**config.mk**
```make
export PLATFORM = sky130hd
export DESIGN_NAME = ft245_tx_arbiter
export DESIGN_NICKNAME = d
export VERILOG_FILES = /design/src/rtl/ft245_tx_arbiter.sv
export SDC_FILE = /design/constraint.sdc
export NUM_CORES = 1
export LEC_CHECK = 0
export ABC_AREA = 1
export BUFFER_PORTS_ARGS = -buffer_cell sky130_fd_sc_hd__buf_2
export CORE_MARGIN = 4
export CORE_UTILIZATION = 50
export CTS_BUF_LIST = sky130_fd_sc_hd__clkbuf_8
export CTS_CLUSTER_DIAMETER = 150
export DETAILED_ROUTE_END_ITERATION = 10
export PLACE_DENSITY_LB_ADDON = 0.3
export SYNTH_ARGS = -nofsm -noshare
export SYNTH_HDL_FRONTEND = slang
export SYNTH_SLANG_ARGS = --single-unit
```
**constraint.sdc**
```tcl
create_clock -name clock_60mhz -period 2.4 [get_ports clock_60mhz]
set_input_delay 0.12 -clock clock_60mhz [delete_from_list [all_inputs] [get_ports clock_60mhz]]
set_output_delay 0.12 -clock clock_60mhz [all_outputs]
set_load 0.01 [all_outputs]
```
**src/rtl/ft245_tx_arbiter.sv**
```systemverilog
// FT245 synchronous-FIFO transmit arbiter: merges two valid/ready byte
// streams round-robin onto the FT245 TX bus, with an idle-time SIWU# flush.
//
// Ports:
//   clock_60mhz         FT245 FIFO clock, the only clock
//   reset_n             asynchronous active-low reset
//   tx_full             TXE#, high = FIFO will not accept a byte this edge
//   req0_* / req1_*     requester byte streams (valid/data/ready)
//   data, write_n       registered FT245 data bus and WR#
//   read_n              RD#, tied high (transmit only)
//   output_enable_n     OE#, tied high (transmit only)
//   send_immediately_n  SIWU#, one-cycle registered low pulse
//   tx_active_led_n     mirrors write_n
//   power_led_n         constant high
//   bytes_sent          count of transferred bytes, wraps at 2^16
module ft245_tx_arbiter #(
    parameter int unsigned FLUSH_IDLE = 64
) (
    input  logic       clock_60mhz,
    input  logic       reset_n,
    input  logic       tx_full,
    input  logic       req0_valid,
    input  logic [7:0] req0_data,
    output logic       req0_ready,
    input  logic       req1_valid,
    input  logic [7:0] req1_data,
    output logic       req1_ready,
    output logic [7:0] data,
    output logic       write_n,
    output logic       read_n,
    output logic       output_enable_n,
    output logic       send_immediately_n,
    output logic       tx_active_led_n,
    output logic       power_led_n,
    output logic [15:0] bytes_sent
);

    typedef enum logic [1:0] {
        IDLE  = 2'd0,
        SEND  = 2'd1,
        FLUSH = 2'd2
    } state_t;

    localparam logic [15:0] IDLE_MAX = 16'(FLUSH_IDLE - 1);

    state_t      state;
    logic [15:0] idle_cnt;
    logic        dirty;
    logic        last_grant;

    logic        transfer;
    logic        free;
    logic        grant0;
    logic        grant1;
    logic        flush_now;
    logic        accept_ok;
    logic        take;
    logic [7:0]  take_data;

    assign read_n          = 1'b1;
    assign output_enable_n = 1'b1;
    assign power_led_n     = 1'b1;
    assign tx_active_led_n = write_n;

    always_comb begin
        transfer  = !write_n && !tx_full;
        free      = write_n || transfer;
        grant0    = req0_valid && (!req1_valid || last_grant);
        grant1    = req1_valid && (!req0_valid || !last_grant);
        // A flush is only launched when nobody is asking to send, so a
        // take in the same cycle always wins and dirty is kept.
        flush_now = (state == IDLE) && (idle_cnt == IDLE_MAX) && dirty
                    && !tx_full && !req0_valid && !req1_valid;
        accept_ok = free && (state != FLUSH) && !flush_now;
        req0_ready = grant0 && accept_ok;
        req1_ready = grant1 && accept_ok;
        take      = req0_ready || req1_ready;
        take_data = req1_ready ? req1_data : req0_data;
    end

    always_ff @(posedge clock_60mhz or negedge reset_n) begin
        if (!reset_n) begin
            state              <= IDLE;
            data               <= 8'h00;
            write_n            <= 1'b1;
            send_immediately_n <= 1'b1;
            bytes_sent         <= 16'h0000;
            idle_cnt           <= 16'h0000;
            dirty              <= 1'b0;
            last_grant         <= 1'b1;
        end else begin
            send_immediately_n <= 1'b1;

            if (transfer) begin
                bytes_sent <= bytes_sent + 16'd1;
                dirty      <= 1'b1;
                idle_cnt   <= 16'h0000;
            end else if (state == IDLE && idle_cnt != IDLE_MAX) begin
                idle_cnt <= idle_cnt + 16'd1;
            end

            if (take) begin
                last_grant <= req1_ready;
            end

            case (state)
                IDLE: begin
                    if (take) begin
                        state   <= SEND;
                        data    <= take_data;
                        write_n <= 1'b0;
                    end else if (flush_now) begin
                        state              <= FLUSH;
                        send_immediately_n <= 1'b0;
                        dirty              <= 1'b0;
                    end
                end
                SEND: begin
                    // A take here implies the held byte transfers now.
                    if (take) begin
                        data <= take_data;
                    end else if (transfer) begin
                        state   <= IDLE;
                        write_n <= 1'b1;
                    end
                end
                FLUSH: begin
                    state <= IDLE;
                end
                default: begin
                    state   <= IDLE;
                    write_n <= 1'b1;
                end
            endcase
        end
    end

endmodule

```
# == Word-level counts from Yosys, hierarchy flattened ==
# Cells that the tools add are included.
# totals
regBits,46
in_bits,21
out_inout_bits,32
elab_cells,68
# classes
addsub,2
n_eq_ne,9
n_mux,19
n_bitwise,1
n_reduce_logical,29
# op_table
op,n
16-bit by 1-bit adder with 16-bit output (second input constant),2
16-bit 2-to-1 mux,2
16-bit by 6-bit == test with 1-bit output (second input constant),1
16-bit by 6-bit inequality test with 1-bit output (second input constant),1
1-bit logical AND,13
1-bit 2-to-1 mux,10
2-bit 2-to-1 mux,4
8-bit 2-to-1 mux,1
2-bit inequality test (second input constant),4
1-bit logical NOT,6
1-bit logical OR,4
2-bit case mux with 2 select lines,1
4-bit AND reduction,1
3-bit inequality test (second input constant),1
1-bit case mux with 3 select lines,1
3-bit AND reduction,1
2-bit by 1-bit == test with 1-bit output (second input constant),1
2-bit == test (second input constant),1
2-bit logical NOT,1
2-bit AND reduction,1
2-bit nonzero test,1
2-bit OR reduction,1
1-bit NOT,1

# == Logic depth before layout (Yosys ltp) ==
# Gate-level depths: netlist of the first run.
# logic_depth
ltp_word,12
depth_mapped,11

# == Worst setup path after synthesis of the first run ==
# OpenSTA, ideal clock, no wires.
# synth_timing
path_kind,reg2reg
startpoint,register idle_cnt[0]
endpoint,register idle_cnt[9]
setup_ns,0.119
arrival_time_ns,1.300
required_time_ns,2.281
slack_ns,0.981
path_stages_with_launch,11
path_buffers,1
synth_period_minus_slack_ns,1.419
cell_sequence,dfrtp_1 ha_1 nand3_2 nor2_1 nand2_1 nand2_2 nand2_4 clkinv_2 buf_6 nand2_1 nand2_1
# synth_via
elab_chain_len,3
word_cells_on_any_way,6
# synth_rtl
item,line,text
start: declaration,47,logic [15:0] idle_cnt;
start signal: assignment,99,idle_cnt <= idle_cnt + 16'd1;
16-bit by 1-bit adder with 16-bit output / 16-bit by 6-bit inequality test with 1-bit output (equally long branches),"99, 98",
16-bit 2-to-1 mux / 1-bit logical AND (equally long branches),98,end else if (state == IDLE && idle_cnt != IDLE_MAX) begin
16-bit 2-to-1 mux / 2-bit nonzero test (equally long branches),--,
# Parallel ways exist; a longest one is shown, timed or not. The select of a mux whose other input is x is not followed.
# A chain may end at the register's enable or synchronous reset.

# == Final worst setup path of the first run ==
# layout_timing
startpoint,register idle_cnt[0]
endpoint,output port req0_ready
# layout_via
elab_chain_len,9
# layout_rtl
item,line,text
16-bit by 6-bit == test with 1-bit output,72,flush_now = (state == IDLE) && (idle_cnt == IDLE_MAX) && dirty
1-bit logical AND (2 in a row),72,
1-bit logical AND (3 in a row),73,&& !tx_full && !req0_valid && !req1_valid;
1-bit logical NOT,74,accept_ok = free && (state != FLUSH) && !flush_now;
1-bit logical AND,74,
1-bit logical AND,75,req0_ready = grant0 && accept_ok;
end: declaration,24,"output logic req0_ready,"
# Every way passes these cells.

==> results of run 1 <==
[cell usage after synthesis]
cell type / instances
or2_1: 1
xor2_1: 12
o21bai_1: 3
nor2_2: 3
nand4_2: 1
nand2_1: 133
buf_1: 1
clkbuf_1: 1
o211ai_2: 1
conb_1: 1
inv_2: 3
nor2_1: 42
nor2_4: 1
clkinv_2: 1
nand2_4: 1
dfrtp_1: 43
o21ai_0: 18
ha_1: 2
inv_1: 45
or2_2: 3
buf_4: 4
nand2_2: 2
nand3_1: 21
nand4_1: 15
clkbuf_2: 1
a21oi_1: 1
dfstp_2: 3
nand3b_1: 1
nand3_2: 1
buf_2: 2
xnor2_1: 4
buf_6: 1
nor3_1: 2
[layout make-up]
cell class	count	area (um^2)	area share, %
Inverter	49	185	6.03
Clock buffer	6	82.6	2.69
Clock inverter	2	12.5	0.407
Tap cell	70	87.6	2.85
Multi-Input combinational cell	271	1280	41.7
Timing Repair Buffer	52	268	8.72
Sequential cell	46	1150	37.6
[state kept, by name, summed over array words and instances (netlist names)]
signal              flops
last_grant              1
dirty                   1
state                   2
data                    8
tx_active_led_n         1
idle_cnt               16
send_immediately_n      1
bytes_sent             16
[power by group]
group / leakage (nW) / internal, mW / switching (mW) / total [mW]
sequential: 0.593 / 0.953 / 0.173 / 1.13
combinational: 1.03 / 0.293 / 0.523 / 0.816
clock: 0.0472 / 0.232 / 0.264 / 0.496
[stage by stage]
| step | utilization, % | setup slack (ns) | cells | hold slack [ns] | total power, mW |
|---|---|---|---|---|---|
| 2_1_floorplan | - | 0.981 | 376 | -0.176 | 1.69 |
| 3_3_place_gp | 57.9 | 0.799 | 488 | 0.346 | 1.94 |
| 3_5_place_dp | 57.9 | 0.766 | 488 | 0.355 | 1.96 |
| 4_1_cts | 59.8 | 0.462 | 496 | 0.0212 | 2.47 |
| 5_1_grt | 59.8 | 0.367 | 496 | 0.0817 | 2.63 |
| 6_report | 59.8 | 0.476 | 496 | -0.0159 | 2.44 |
[cell families (layout without fill, tap and decap cells)]
group,count (synthesis),after routing
buffers and inverters,59,109
xor gates and xnor gates,16,16
other,1,3
and+or+nand+nor,227,227
DFF,46,46
AOI/OAI and AO/OA,23,23
adders and majority gates,2,2
[critical path: stages, from the launching register on]
cell and delay (ns):
dfrtp_1 0.40, ha_1 0.22, nand3_2 0.13, nor2_1 0.12, nand2_1 0.10, or2_1 0.28
nand3_1 0.09, inv_1 0.04, buf_2 0.13
[routing by layer]
layer	up-vias	track usage [%]
li1	1255	-
met1	1119	25.4
met2	54	30.8
met3	5	3.44
met4	0	7.43
met5	-	0
[path summary, 6_finish.rpt]
path                                 start                 end  slack, ns
max in group asynchronous          reset_n  send_immediately_n       1.70
max reg2reg                tx_active_led_n             data[7]       0.73
max                            idle_cnt[0]          req0_ready       0.48
min reg2reg                     last_grant          last_grant       0.48
min in group clock_60mhz      req1_data[3]             data[3]       0.12
min                                reset_n       bytes_sent[8]      -0.02
==> reports/qor.txt, run 1 <==
Status -> finished, violations left
Failing checks -> hold timing
Multiplexer area fraction after synthesis -> 0%
CP max FO -> 5
Clock root buffer -> clkbuf_8
Seq/Total Area, Yosys -> 43.1%
Final setup viols -> 0
First-pass GRT wire length -> 9910 um
Reg2Reg Depth -> 8
Largest family of logic cells by synthesized area -> simple AND/OR/NAND/NOR gates
Routed length per instance -> 11.4 um
Synth cell types -> 33
WP data required -> 2.28 ns
Critical path arrival -> 1.80 ns
Grt total ovfl -> 0
Hold crit path type -> input port to async pin
CTS Buffer Depth -> 2
Slew @ Worst Pin -> 0.992 ns
Initial Util -> 52.1%
Synth Area in Adders -> 0.935%
Largest net degree at the start of global routing -> 46
Synth Area in Simple Gates -> 36.4%
Worst vdd ir -> 452 uV
Postcts setup bufs -> 0
TritonCTS Sinks -> 46
Yosys warns -> 0
Synth Register Bits -> 46
Post-cts hold buffer count -> 0
Commonest non-fill, non-tap cell in the layout -> nand2_1
Synthesized cell area -> 0.00268 mm^2
Highest metal used -> met4
Synth area leader -> dfrtp_1
Synth Area in Compound Gates -> 4.86%
GRT Total Usage -> 19.1%
Vias -> 2433
Yosys top cell area share -> 40.2%
Clock transition at the registers of the reported paths -> 0.09 ns
Final WL -> 5680 um
Met3 Wirelength -> 282 um
Die area -> 0.00659 mm^2
Worst slew margin -> 33.9%
Rows -> 26
Final hold violation count -> 31
Max Slew Vio Count -> 0
Final nets -> 448
Fillers -> 496
Fin Hold WS -> -0.0159 ns
Critical Path End Type -> output pin
Wl on met1 -> 2750 um
Worst-skew pair later-pin latency -> 0.29 ns
Xor-xnor portion of the synthesized cell area -> 5.23%
Fmax -> 520 MHz
TNS Setup -> 0 ns
CTS Buf Count -> 5
Drt first pass iters -> 4
Die Span Y -> 81.2 um
Top area cells in the synthesized netlist -> dfrtp_1 (40%), nand2_1 (19%), inv_1 (6.3%)
LEAKAGE -> 1.67 nW
Post-CTS sizing -> 0
Number of global-route vias before repair -> 2263
Die span in x -> 81.2 um
Core area -> 0.00514 mm^2
Area growth from synthesis to layout -> 14.7%
Synth Instances -> 374
DR iter-0 viols -> 192
PortBufs -> 49
Fin area -> 0.00307 mm^2
CP startpoint kind -> register
Antenna-violating nets left -> 0
Placed inst area -> 0.00298 mm^2
Most frequent cells in the layout -> nand2_1 (133), buf_2 (49), inv_1 (45)
GP Congestion -> 0.898
Met2 WL -> 2590 um
Initial antenna violation count -> 0
Max Cap Viol -> 0
H-tree depth -> 2
Clk_skew -> 0.00659 ns
Crit share post-route -> 80.2%
Setup Crit Path Kind -> register to output pin
Hpwl dp -> 4190 um
Syn Area/Cell -> 7.16 um^2
Via/cell ratio -> 4.91
# IOs -> 53
DRC Markers -> 0
CTS tree -> done
Layout cell share with drive strength beyond 1 -> 18.8%
Ant diodes -> 0
Clock period minus worst slack -> 1.92 ns
Power Density -> 793 mW/mm^2
RSZ-0062 raised after global routing -> false
(Power assumes the default switching activity.)
==> inputs of run 2 (changes only) <==
--- a/config.mk
+++ b/config.mk
@@ -5,7 +5,7 @@
 export SDC_FILE = /design/constraint.sdc
 export NUM_CORES = 1
 export LEC_CHECK = 0
-export ABC_AREA = 1
+export ABC_AREA = 0
 export BUFFER_PORTS_ARGS = -buffer_cell sky130_fd_sc_hd__buf_2
 export CORE_MARGIN = 4
 export CORE_UTILIZATION = 50
==> constraint.sdc (replaced) <==
create_clock -name clock_60mhz -period 1.7 [get_ports clock_60mhz]
set_input_delay 0.085 -clock clock_60mhz [delete_from_list [all_inputs] [get_ports clock_60mhz]]
set_output_delay 0.085 -clock clock_60mhz [all_outputs]
set_load 0.01 [all_outputs]
==> run 2 against run 1 <==
Net effect: the flow now finishes without violations; area after synthesis fell by 13%; non-clock buffer count rose by 11; first-iteration DRC count fell by 47%; synthesized cell count fell by 39%; setup slack got worse by 0.40 ns; via count fell by 23%; sequential power rose by 33%; design area fell by 8.2%; largest power group unchanged; highest routed layer unchanged.
==> reports/qor.txt, run 2 <==
Status -> finished clean
Top area cells in the synthesized netlist -> dfrtp_1 (46%), xnor2_1 (5.3%), a21oi_1 (5.0%)
Number of global-route vias before repair -> 1843 (-19%)
Setup Slack @ Placement -> 0.145 ns (-0.621 ns)
Worst vdd ir -> 722 uV (+60%)
Core area -> 0.00441 mm^2 (-14%)
Crit share post-route -> 95.4%
Fin Hold WS -> 0.0802 ns (+0.0961 ns)
Syn Area/Cell -> 10.1 um^2 (+41%)
Non-Filler Instances -> 344 (-31%)
Critical path arrival -> 1.54 ns (-0.26 ns)
Ant diodes -> 0 (unchanged)
Routed length per instance -> 13.9 um (+21%)
CTS tree -> done
Vias -> 1880 (-23%)
Synthesized cell area -> 0.00232 mm^2 (-13%)
Synth Area in Compound Gates -> 10.2% (+5.4 points)
Clock root buffer -> clkbuf_8
CP startpoint kind -> register
Die span in x -> 76.2 um (-6.2%)
Post-synth top cells -> dfrtp_1 (43), a21oi_1 (23), nand2_1 (22)
Hold crit path type -> input port to register
Initial antenna violation count -> 0 (unchanged)
Final hold violation count -> 0 (-100%)
Final setup viols -> 0 (unchanged)
Critical Path End Type -> output pin
Power Density -> 1140 mW/mm^2 (+44%)
CTS Buffer Depth -> 2 (unchanged)
DR iter-0 viols -> 102 (-47%)
H-tree depth -> 2 (unchanged)
Slew @ Worst Pin -> 0.553 ns (-0.439 ns)
GRT Total Usage -> 17.3% (-1.8 points)
Seq/Total Area, Yosys -> 49.7% (+6.6 points)
Biggest regs -> bytes_sent: 16 flops, idle_cnt: 16 flops, data: 8 flops
Commonest non-fill, non-tap cell in the layout -> buf_2
Most common cell in the netlist -> dfrtp_1
Max Cap Viol -> 0 (unchanged)
Cells after DPL -> 334 (-32%)
Initial Util -> 52.6% (+0.51 points)
Worst setup margin -> 0.0788 ns (-0.398 ns)
Pwr Total -> 3.22 mW (+32%)
Xor-xnor portion of the synthesized cell area -> 6.41% (+1.2 points)
Placed inst area -> 0.00267 mm^2 (-10%)
Synth cell types -> 44 (+33%)
LEAKAGE -> 1.38 nW (-17%)
Drt first pass iters -> 5 (+1)
Die Span Y -> 76.2 um (-6.2%)
Antenna-violating nets left -> 0 (unchanged)
Worst-skew pair later-pin latency -> 0.30 ns (about the same)
Ys async rst share -> 100% (unchanged)
DRC Markers -> 0 (unchanged)
Multiplexer area fraction after synthesis -> 3.88% (+3.9 points)
Grt total ovfl -> 0 (unchanged)
Largest net degree at the start of global routing -> 25 (-46%)
CTS Buf Count -> 5 (unchanged)
RSZ-0062 raised after global routing -> false
# IOs -> 53 (unchanged)
Final core utilization -> 63.9% (+4.1 points)
WP data required -> 1.62 ns (-0.66 ns)
Clock period minus worst slack -> 1.62 ns
Worst Hold Launch -> req1_data[4]
Synth Register Bits -> 46 (unchanged)
Yosys warns -> 0 (unchanged)
TNS Setup -> 0 ns (unchanged)
Fin area -> 0.00282 mm^2 (-8.2%)
Die area -> 0.00580 mm^2 (-12%)
Most frequent cells in the layout -> buf_2 (49), dfrtp_1 (43), nand2_1 (22), a21oi_1 (22), nor2_1 (17)
Fmax -> 617 MHz
Synth Area in Adders -> 1.08% (+0.14 points)
Worst slew margin -> 63.1% (+29 points)
Final WL -> 4770 um (-16%)
TritonCTS Sinks -> 46 (unchanged)
Slowest cell on crit path -> dfstp_2
PortBufs -> 49 (unchanged)
EDFF count, synth -> 0 (unchanged)
Setup Crit Path Kind -> register to output pin
GP Congestion -> 0.822 (-8.5%)
Synth area leader -> dfrtp_1
CP max FO -> 9 (+4)
Worst r2r src -> idle_cnt[0]
Layout cell share with drive strength beyond 1 -> 30.1% (+11 points)
First-pass GRT wire length -> 8490 um (-14%)
Max Slew Vio Count -> 0 (unchanged)
Via/cell ratio -> 5.47 (+11%)
Area growth from synthesis to layout -> 21.4%
CP cell instances -> nor2b_1 -> nand4b_1 -> buf_6 -> inv_1 -> buf_2
Clock transition at the registers of the reported paths -> 0.09 ns (about the same)
Synth Instances -> 230 (-39%)
Critical Path Source -> tx_active_led_n
Rows -> 24 (-7.7%)
Largest family of logic cells by synthesized area -> simple AND/OR/NAND/NOR gates
Primary FF master, synth -> dfrtp_1
Slowest stage delay, CP -> 0.60 ns (+0.20 ns)
Synth Area in Simple Gates -> 24.5% (-12 points)
Yosys top cell area share -> 46.3% (+6.1 points)
Hpwl dp -> 3500 um (-16%)
Final nets -> 314 (-30%)
Clk_skew -> 0.00618 ns (-0.000415 ns)
run 2: cell type report:
cell class | count | area [um^2]
clock inverter | 3 | 41.3
sequential | 46 | 1150
fill | 356 | 1600
multi-input combinational | 169 | 1100
tap | 52 | 65.1
timing repair buffer | 63 | 369
clock buffer | 5 | 68.8
inverter | 6 | 22.5
run 2: worst paths after layout:
check	endpoint	slack (ns)	depth (start not counted)
max in group asynchronous	last_grant	0.81	3
worst min-delay path	data[4]	0.08	3
worst max register to register	idle_cnt[12]	0.13	5
worst max-delay path	req1_ready	0.08	5
worst min register to register	bytes_sent[12]	0.49	1
min in group asynchronous	bytes_sent[5]	0.31	2
run 2: metal layers:
metal  global-route usage [%]  part of all wire [%]
met1                     23.4                    45
met2                     28.0                    48
met3                     4.26                   6.0
met4                     4.20                   1.1
met5                        0                     0
run 2: worst max-delay path, delay by kind of cell, from the launching register on:
family / cells / cell delay, ns
simple gates: 2 / 0.30
buf+inv: 3 / 0.33
flops: 1 / 0.60
run 2: repair_timing:
item                                    in CTS  in global routing
hold endpoints to repair                    23                  0
endpoints found under the setup margin       0                  6
buffers inserted                             0                  1
resized for setup                            0                  4
hold buffers                                 1                  0
run 2: cells by family (layout without fill, tap and decap cells):
kind of cell    after synthesis  after routing
compound gates               40             40
xor+xnor                     17             17
fa+ha+maj                     2              2
buf+inv                      17             77
flops                        46             46
mux                           9              9
other cells                   1              3
simple gates                 98             98
run 2: report_power, final:
part           switching, mW  internal [mW]  total, mW
Clock                  0.362          0.433      0.794
Combinational          0.504          0.421      0.925
Sequential             0.197           1.31       1.50
Total                   1.06           2.16       3.22
